==> src/rtl/uart_tx.sv <==
// UART transmitter: start bit, DATA_WIDTH data bits LSB first, one stop bit.
// A one-word holding buffer lets consecutive frames go out back to back.
module uart_tx #(
    parameter int DATA_WIDTH   = 8,
    parameter int CLKS_PER_BIT = 16
) (
    input  logic                  clk,
    input  logic                  reset,
    input  logic [DATA_WIDTH-1:0] tx_data,
    input  logic                  tx_valid,
    output logic                  tx_ready,
    output logic                  dout,
    output logic                  busy
);

    localparam int CNT_W = (CLKS_PER_BIT > 1) ? $clog2(CLKS_PER_BIT) : 1;
    localparam int IDX_W = (DATA_WIDTH > 1) ? $clog2(DATA_WIDTH) : 1;
    localparam logic [CNT_W-1:0] CNT_LAST = CNT_W'(CLKS_PER_BIT - 1);
    localparam logic [IDX_W-1:0] IDX_LAST = IDX_W'(DATA_WIDTH - 1);

    typedef enum logic [1:0] {
        IDLE,
        START,
        DATA,
        STOP
    } state_e;

    state_e                  state_q, state_d;
    logic [CNT_W-1:0]        cnt_q, cnt_d;
    logic [IDX_W-1:0]        idx_q, idx_d;
    logic [DATA_WIDTH-1:0]   shift_q, shift_d;
    logic [DATA_WIDTH-1:0]   buf_q, buf_d;
    logic                    buf_full_q, buf_full_d;
    logic                    dout_q, dout_d;

    logic accept;
    logic bit_end;
    logic load_direct;

    // State register.
    // NOTE: sequential state uses non-blocking assignments so every register
    // samples the pre-edge values of the others.
    always_ff @(posedge clk) begin
        if (reset) begin
            state_q    <= IDLE;
            cnt_q      <= '0;
            idx_q      <= '0;
            shift_q    <= '0;
            buf_q      <= '0;
            buf_full_q <= 1'b0;
            dout_q     <= 1'b1;
        end else begin
            state_q    <= state_d;
            cnt_q      <= cnt_d;
            idx_q      <= idx_d;
            shift_q    <= shift_d;
            buf_q      <= buf_d;
            buf_full_q <= buf_full_d;
            dout_q     <= dout_d;
        end
    end

    // Next-state logic.
    always_comb begin
        // NOTE: every combinational output gets a default first, so no path
        // through the case statement can infer a latch.
        state_d    = state_q;
        cnt_d      = cnt_q;
        idx_d      = idx_q;
        shift_d    = shift_q;
        buf_d      = buf_q;
        buf_full_d = buf_full_q;

        accept      = tx_valid && !buf_full_q;
        bit_end     = (cnt_q == CNT_LAST);
        load_direct = (state_q == IDLE) || ((state_q == STOP) && bit_end);

        case (state_q)
            IDLE: begin
                cnt_d = '0;
                idx_d = '0;
                if (accept) begin
                    shift_d = tx_data;
                    state_d = START;
                end
            end
            START: begin
                if (bit_end) begin
                    cnt_d   = '0;
                    idx_d   = '0;
                    state_d = DATA;
                end else begin
                    cnt_d = cnt_q + CNT_W'(1);
                end
            end
            DATA: begin
                if (bit_end) begin
                    cnt_d = '0;
                    if (idx_q == IDX_LAST) begin
                        idx_d   = '0;
                        state_d = STOP;
                    end else begin
                        idx_d = idx_q + IDX_W'(1);
                    end
                end else begin
                    cnt_d = cnt_q + CNT_W'(1);
                end
            end
            STOP: begin
                if (bit_end) begin
                    cnt_d = '0;
                    idx_d = '0;
                    if (buf_full_q) begin
                        shift_d    = buf_q;
                        buf_full_d = 1'b0;
                        state_d    = START;
                    end else if (accept) begin
                        shift_d = tx_data;
                        state_d = START;
                    end else begin
                        state_d = IDLE;
                    end
                end else begin
                    cnt_d = cnt_q + CNT_W'(1);
                end
            end
            default: state_d = IDLE;
        endcase

        // A word arriving while the shifter is mid-frame parks in the buffer.
        if (accept && !load_direct) begin
            buf_d      = tx_data;
            buf_full_d = 1'b1;
        end

        // dout is registered from the next state so the line changes on the
        // same edge as the FSM, with no combinational path from tx_data.
        case (state_d)
            START:   dout_d = 1'b0;
            DATA:    dout_d = shift_d[idx_d];
            default: dout_d = 1'b1;
        endcase
    end

    // Output logic.
    always_comb begin
        tx_ready = !buf_full_q;
        busy     = (state_q != IDLE);
        dout     = dout_q;
    end

endmodule

==> config.mk <==
export PLATFORM = sky130hd
export DESIGN_NAME = uart_tx
export DESIGN_NICKNAME = d
export VERILOG_FILES = /design/src/rtl/uart_tx.sv
export SDC_FILE = /design/constraint.sdc
export NUM_CORES = 1
export LEC_CHECK = 0
export BUFFER_PORTS_ARGS = -buffer_cell sky130_fd_sc_hd__buf_2
export CORE_MARGIN = 4
export CORE_UTILIZATION = 30
export DETAILED_ROUTE_END_ITERATION = 8
export GPL_TIMING_DRIVEN = 0
export MAX_ROUTING_LAYER = met4
export PLACE_DENSITY_LB_ADDON = 0.15
export RECOVER_POWER = 50
export SLEW_MARGIN = 20
export SYNTH_ARGS = -nofsm -noshare
export SYNTH_HDL_FRONTEND = slang
export SYNTH_SLANG_ARGS = --single-unit
==> constraint.sdc <==
create_clock -name clk -period 5.8 [get_ports clk]
set_input_delay 1.16 -clock clk [delete_from_list [all_inputs] [get_ports clk]]
set_output_delay 1.16 -clock clk [all_outputs]
set_load 0.01 [all_outputs]
### Yosys cells after proc, flatten, opt, wreduce, memory -nomap -nowiden

Cells that the tools add are included.

* bits in registers: 27
* output and inout bits: 3
* logic and storage cells: 54

* add/sub/neg operators: 2
* order comparisons: 1
* equal/unequal tests: 7
* multiplexer cells: 24
* reductions and logical operators: 13

Operators by type and width (count)
* 8-bit 2-to-1 mux: 3
* 8-bit one-hot mux with 2 select lines: 1
* 2-bit 2-to-1 mux: 5
* 3-bit 2-to-1 mux: 3
* 3-bit one-hot mux with 3 select lines: 1
* 2-bit one-hot mux with 4 select lines: 1
* 4-bit one-hot mux with 2 select lines: 1
* 2-bit equality test (second input constant): 3
* 1-bit 2-to-1 mux: 6
* 2-bit nonzero test: 3
* 4-bit by 1-bit adder with 4-bit output (second input constant): 1
* 2-bit by 1-bit equality test with 1-bit output (second input constant): 2
* 4-bit equality test (second input constant): 1
* 3-bit by 4-bit < comparator with 1-bit output (second input constant): 1
* 4-bit 2-to-1 mux: 1
* 3-bit by 1-bit adder with 3-bit output (second input constant): 1
* 1-bit binary-select mux with 3-bit select: 1
* 3-bit equality test (second input constant): 1
* 1-bit logical AND: 3
* 3-bit OR reduction: 1
* 1-bit zero test: 2
* 2-bit zero test: 1
* 1-bit one-hot mux with 2 select lines: 1
* 2-bit AND reduction: 1
* 2 further kinds: 2

### Logic depth before layout (Yosys ltp)

Gate-level depths: netlist (run 1).

* word-level depth: 9
* mapped depth: 9

### Least setup slack after synthesis (run 1)

No wires, ideal clock.

* path type: input -> register
* from: input tx_valid
* to: register dout_q, in the netlist dout
* setup time: 134 ps
* arrival time: 2464 ps
* slack: 3201 ps
* cell stages on the path: 7
* buffers on the path: 1
* cells stage by stage: nor2b_1 clkbuf_1 mux2_1 a221oi_1 a21oi_1 o21ai_1 a41oi_2

* cells in the longest elaborated chain, start to end: 8

Ends and longest elaborated chain
* from (decl): RTL line 10 `input logic tx_valid,`
* 1-bit logical AND (*): RTL line 74 `accept = tx_valid && !buf_full_q;`
* 8-bit 2-to-1 mux: RTL line 82, 117
* 8-bit 2-to-1 mux: RTL line 113 `if (buf_full_q) begin`
* 8-bit 2-to-1 mux: RTL line 110 `if (bit_end) begin`
* 8-bit one-hot mux with 2 select lines: RTL line 78 `case (state_q)`
* 1-bit binary-select mux with 3-bit select: RTL line 140 `DATA: dout_d = shift_d[idx_d];`
* 1-bit 2-to-1 mux (implied by the code): RTL line 140
* 1-bit one-hot mux with 2 select lines (*): RTL line 138 `case (state_d)`
* to (signal assigned): RTL line 59 `dout_q <= dout_d;`
* to (decl): RTL line 34 `logic dout_q, dout_d;`

Every way passes the cells marked *; elsewhere a longest branch is shown, timed or not. The select of a mux whose other input is x is not followed.
A chain may end at the register's enable or synchronous reset.

### Worst setup path after layout (run 1)

Same ends and word-level chain as after synthesis.

==> results by group, run 1 <==
Cells and area
  – Area delta synth->final: 10.3%
  – Most frequent cells in the layout: dfxtp_1, nor2_1, nand2_1
  – Commonest non-fill, non-tap cell in the layout: dfxtp_1
  – N_diodes: 0
  – Design area: 1920 µm²
  – Layout cells sized above 1: 0.110
  – Number of nets in the layout: 246

GRT
  – First-pass GRT wire length: approximately 8 mm
  – Grt ovf: 0
  – Number of global-route vias before repair: 1,496
  – Initial antenna violation count: 0
  – GRT Overall Usage: 0.144
  – Largest net degree at the start of global routing: 16

Timing
  – RSZ-0062 raised after global routing: false
  – Final Setup Violations: 0
  – Fin. max-slew vios: 0
  – Max-slew headroom: 0.555
  – Final hold violation count: 0
  – Post-layout min period: a little over 3 ns
  – Setup TNS: 0 ns
  – Final WS setup: 2.72 ns
  – FMAX: 0.325 GHz
  – Worst-Margin Slew: 0.651 ns
  – Post-route clock period utilization: 0.530
  – Min Hold Slack: approximately 0.46 ns
  – Layout Skew: approximately 0.011 ns

Detailed routing
  – First-iteration detailed-routing DRC count: around 150
  – Average wire per standard cell: roughly 16 µm
  – Vias per Instance: approximately 5.4
  – DRT Wirelength: 4.80 mm
  – Via count: ~1,600
  – Post-route DRC: 0
  – DRT Pass-1 Iters: 4
  – Post-route ant nets: 0

Critical path
  – Crit start category: primary input
  – Crit path kind: primary input to register
  – Crit path largest cell delay: 0.54 ns
  – CP endpoint kind: register
  – CP arrival: about 3.3 ns
  – Crit Path Max Fanout: 10
  – CP max stage cell: clkbuf_1
  – WP data required: approximately 6 ns
  – R2R depth: 9
  – CP Cell Sequence: clkbuf_1 > clkbuf_1 > mux2i_1 > a2111oi_0 > a31oi_1 > a2111oi_2 > o21ai_1 > a41oi_2
  – Most used cell, CP: clkbuf_1

Placed design
  – Gpl congestion: approximately 0.86
  – Hpwl dp: roughly 3.4 mm
  – DP Area: ~1900 µm²
  – Input/output buffers: 12
  – Post-place setup slack: between 2 and 3 ns

Clocking
  – Clk sinks: 27
  – Hold Buf Count CTS: 0
  – CTS tree: yes
  – H-tree depth: 1
  – CTS buffer count: 3
  – Worst-skew pair later-pin latency: approximately 0.28 ns
  – CTS resizes: 0
  – Post-CTS setup buffer count: 0
  – Root Driver: clkbuf_8
  – Clock buffer depth: 2
  – Clock-pin transition on the worst setup and hold timing paths: between 0.1 and 0.15 ns

Power
  – PD cells: about 210 nW/µm²
  – Max VDD drop: ~0.09 mV
  – Pleak: 0.748 nW

Floorplan
  – Num ports: 14
  – Row count: 27
  – Die ar.: 7090 µm²
  – Chip width: around 84 µm
  – Core area: between 5000 and 6000 µm²
  – Starting density of the core: 0.313
  – Die Y: between 80 and 90 µm

Run status
  – Outcome: finished clean

Logic synthesis
  – Synth Warn #: 0
  – Mean Syn Cell Area: slightly above 8 µm²
  – Distinct cells, synth: 47
  – Synthesized cell area: around 1700 µm²
  – Synthesis-stage register bit count: 27
  – Post-Synthesis Cells: between 200 and 250
  – Ys flop type: dfxtp_1
  – Share of the yosys chip area belonging to registers: 0.310
  – Asr flop ratio synth: 0
  – Syn nets: 229
  – Post-synth EDFFs: 0

Hold path
  – Hold depth: 1
  – Hold Crit Class: register to register

Flow run
  – Max_cap viols: 0
[cells by family (layout without fill, tap and decap cells)]
group                    Yosys count  in the layout  synth area share
XOR/XNOR                           2              2            0.0101
adder cells (fa/ha/maj)            7              7            0.0502
AND/OR/NAND/NOR                   82             82             0.244
AO/OA/AOI/OAI                     55             55             0.233
multiplexers                      17             17            0.0991
buffers and inverters             21             37            0.0538
flip-flops                        27             27             0.310
[through the flow]
step            util  total power, mW  std cells
5_1_grt        0.345            0.435        299
2_1_floorplan      -            0.272        211
3_5_place_dp   0.340            0.299        295
6_report       0.345            0.409        299
4_1_cts        0.348            0.416        299
3_3_place_gp   0.340            0.300        295
[power breakdown]
part / total (mW) / internal [mW] / switching [mW] / leakage [nW]
combinational: 0.0907 / 0.0367 / 0.0540 / 0.503
sequential: 0.203 / 0.195 / 0.00766 / 0.220
clock: 0.115 / 0.0484 / 0.0667 / 0.0255
total: 0.409 / 0.280 / 0.128 / 0.748
[routing by layer]
layer / share of wire / global-route usage / vias up / wire length, µm
met4: 0.013 / 0.0482 / 0 / 61
met3: 0.046 / 0.0167 / 4 / 219
met1: 0.49 / 0.206 / 766 / 2340
met5: 0 / - / - / 0
met2: 0.45 / 0.208 / 32 / 2180
li1: - / - / 809 / -
[worst max-delay path: cells and delay by family]
family                 cells  cell delay [ns]
buffers and inverters      2             0.73
AO/OA/AOI/OAI              5             1.25
multiplexers               1             0.15
[cell usage after synthesis (2+ instances only)]
cell	count	share of area
o211ai_1	3	0.013
clkbuf_1	9	0.019
a31oi_1	4	0.014
a2111oi_2	2	0.017
nand2_1	18	0.039
and3_1	3	0.011
buf_2	5	0.014
mux2_1	2	0.013
nand3_1	4	0.011
dfxtp_1	27	0.31
mux2i_1	15	0.086
nand2b_1	7	0.025
nor4b_1	2	0.010
a2111oi_0	3	0.015
nor2_1	20	0.043
a21oi_1	13	0.037
nor4_1	5	0.018
nand3b_1	3	0.013
a2bb2oi_1	2	0.010
o21ai_0	9	0.026
ha_1	7	0.050
a211oi_1	5	0.022
nor2b_1	7	0.025
nand4b_1	2	0.010
a211o_1	4	0.020
inv_1	4	0.0086
nor3_1	6	0.017
[final timing paths]
| path | start | endpoint | slack [ns] |
|---|---|---|---|
| setup / recovery | tx_valid | dout | 2.72 |
| hold / removal | cnt_q[0] | cnt_q[0] | 0.46 |
| setup reg to reg | state_q[0] | dout | 3.23 |
| hold reg to reg | cnt_q[0] | cnt_q[0] | 0.46 |
[area by class of cell]
| class | instances | area, µm² |
|---|---|---|
| Multi-Input combinational cell | 163 | 1100 |
| Timing Repair Buffer | 12 | 57.6 |
| Clock inverter | 1 | 5.00 |
| Clock buffer | 3 | 41.3 |
| Fill cell | 600 | 3650 |
| Inverter | 5 | 18.8 |
| Tap cell | 72 | 90.1 |
| Sequential cell | 27 | 541 |
| Buffer | 16 | 67.6 |
[flip-flops by register name, summed over array words and instances, names as in the netlist]
| name | flops |
|---|---|
| buf_full_q | 1 |
| buf_q | 8 |
| cnt_q | 4 |
| dout | 1 |
| idx_q | 3 |
| shift_q | 8 |
| state_q | 2 |
Power figures use the tool's default switching activity.
==> run 2: changes to the inputs <==
==> constraint.sdc (replaced) <==
create_clock -name clk -period 2.99 [get_ports clk]
set_input_delay 0.598 -clock clk [delete_from_list [all_inputs] [get_ports clk]]
set_output_delay 0.598 -clock clk [all_outputs]
set_load 0.01 [all_outputs]
==> results by group, run 2 (synthesized netlist as in run 1, its figures left out) <==
Run status
  – Outcome: finished clean

Clocking
  – Post-CTS setup buffer count: 0 (unchanged)
  – CTS buffer count: 3 (unchanged)
  – H-tree depth: 1 (unchanged)
  – Root Driver: clkbuf_8
  – Clk sinks: 27 (unchanged)
  – CTS tree: yes
  – Clock-pin transition on the worst setup and hold timing paths: 0.11 ns (about the same)
  – Clock buffer depth: 2 (unchanged)
  – Hold Buf Count CTS: 0 (unchanged)
  – CTS resizes: 0 (unchanged)
  – Worst-skew pair later-pin latency: 0.28 ns (about the same)

Timing
  – Final hold violation count: 0 (unchanged)
  – Post-layout min period: about 2.5 ns
  – Max-slew headroom: 0.233 (-0.322)
  – Worst-Margin Slew: 1.15 ns (+0.495 ns)
  – Final WS setup: 0.450 ns (-2.27 ns)
  – Fin. max-slew vios: 0 (unchanged)
  – Final Setup Violations: 0 (unchanged)
  – Setup TNS: 0 ns (unchanged)
  – Post-route clock period utilization: 0.849
  – FMAX: 0.394 GHz
  – RSZ-0062 raised after global routing: false
  – Layout Skew: 0.0116 ns (+0.000263 ns)

Critical path
  – CP arrival: 2.76 ns (-0.54 ns)
  – WP data required: 3.21 ns (-2.81 ns)
  – Crit path kind: register to register
  – Crit Path Max Fanout: 10 (unchanged)
  – Reg2Reg Setup Slack: 0.45 ns (-2.78 ns)
  – R2R depth: 8 (-1)
  – Crit start category: register
  – R2R Path Start: state_q[1]
  – CP endpoint kind: register
  – Worst R2R End: dout

GRT
  – Largest net degree at the start of global routing: 16 (unchanged)
  – Initial antenna violation count: 0 (unchanged)
  – GRT Overall Usage: 0.144 (unchanged)
  – Grt ovf: 0 (unchanged)
  – Number of global-route vias before repair: 1,496 (unchanged)
  – First-pass GRT wire length: 8.06 mm (unchanged)

Floorplan
  – Die Y: 84.2 µm (unchanged)
  – Die ar.: 7090 µm² (unchanged)
  – Row count: 27 (unchanged)
  – Starting density of the core: 0.313 (unchanged)
  – Num ports: 14 (unchanged)
  – Core area: 5570 µm² (unchanged)
  – Chip width: 84.2 µm (unchanged)

Cells and area
  – Most frequent cells in the layout: dfxtp_1, nor2_1, nand2_1
  – Sequential Area: 541 µm² (unchanged)
  – Number of nets in the layout: 246 (unchanged)
  – N_diodes: 0 (unchanged)
  – Area delta synth->final: 10.8%
  – Largest registers: buf_q x8, shift_q x8, cnt_q x4
  – Multi-input gate area: 1100 µm² (+0.11%)
  – Layout cells sized above 1: 0.106 (-0.00441)
  – Layout filler cell count: 595 (-0.83%)
  – Commonest non-fill, non-tap cell in the layout: dfxtp_1
  – Design area: 1930 µm² (+0.39%)

Hold path
  – Hold path startpoint: cnt_q[0]
  – Hold Crit Class: register to register
  – Worst Hold End: cnt_q[0]
  – Hold depth: 1 (unchanged)

Power
  – PD cells: 410 nW/µm² (+93%)
  – Pleak: 0.746 nW (-0.23%)
  – Total power draw: 0.791 mW (+94%)
  – Max VDD drop: 0.180 mV (+95%)

Flow run
  – Max_cap viols: 0 (unchanged)

Detailed routing
  – DRT Wirelength: 4.79 mm (-0.17%)
  – First-iteration detailed-routing DRC count: 168 (+14%)
  – Post-route DRC: 0 (unchanged)
  – DRT Pass-1 Iters: 4 (unchanged)
  – Via count: 1,607 (-0.25%)
  – Average wire per standard cell: 16.0 µm (-0.17%)
  – Post-route ant nets: 0 (unchanged)
  – Vias per Instance: 5.37 (-0.25%)

Placed design
  – DP Area: 1890 µm² (unchanged)
  – Post-place setup slack: 0.437 ns (-2.33 ns)
  – Hpwl dp: 3.42 mm (unchanged)
  – Gpl congestion: 0.857 (unchanged)
  – Input/output buffers: 12 (unchanged)
## run 2: critical path, stage by stage (launching register included)
cell and delay, ns:
dfxtp_1 0.41, inv_1 0.09, ha_1 0.32, clkbuf_1 0.36, clkbuf_1 0.40, nand2_1 0.15
a2111oi_2 0.47, o21ai_1 0.15, a41oi_2 0.14
## run 2: through the flow
step | instances | hold WS [ns] | util
finish | 299 | 0.464 | 0.346
global route | 299 | 0.496 | 0.346
CTS | 299 | 0.469 | 0.348
detailed placement | 295 | 0.455 | 0.340
global placement | 295 | 0.448 | 0.340
floorplan | 211 | 0.432 | -
## run 2: power by group
group	internal [mW]	leakage, nW	switching [mW]
combinational	0.0715	0.501	0.105
sequential	0.379	0.220	0.0149
clock	0.0938	0.0255	0.127
total	0.544	0.746	0.247
## run 2: layout make-up
class,instances,area share
Multi-Input combinational cell,163,0.572
Sequential cell,27,0.280
Tap cell,72,0.0467
Buffer,16,0.0382
Timing Repair Buffer,12,0.0298
Clock buffer,3,0.0214
Inverter,5,0.00972
Clock inverter,1,0.00259
## run 2: worst max-delay path by stage
stage	start	endpoint	slack, ns
global route	state_q[1]	dout	0.16
floorplan	tx_valid	dout	0.95
CTS	state_q[1]	dout	0.43
finish	state_q[1]	dout	0.45
detailed placement	state_q[1]	dout	0.44
global placement	state_q[1]	dout	0.44
## run 2: routing by layer
metal / track usage / wire length [µm]
met1: 0.206 / 2430
met2: 0.208 / 2150
met3: 0.0167 / 144
met4: 0.0482 / 76
met5: - / 0
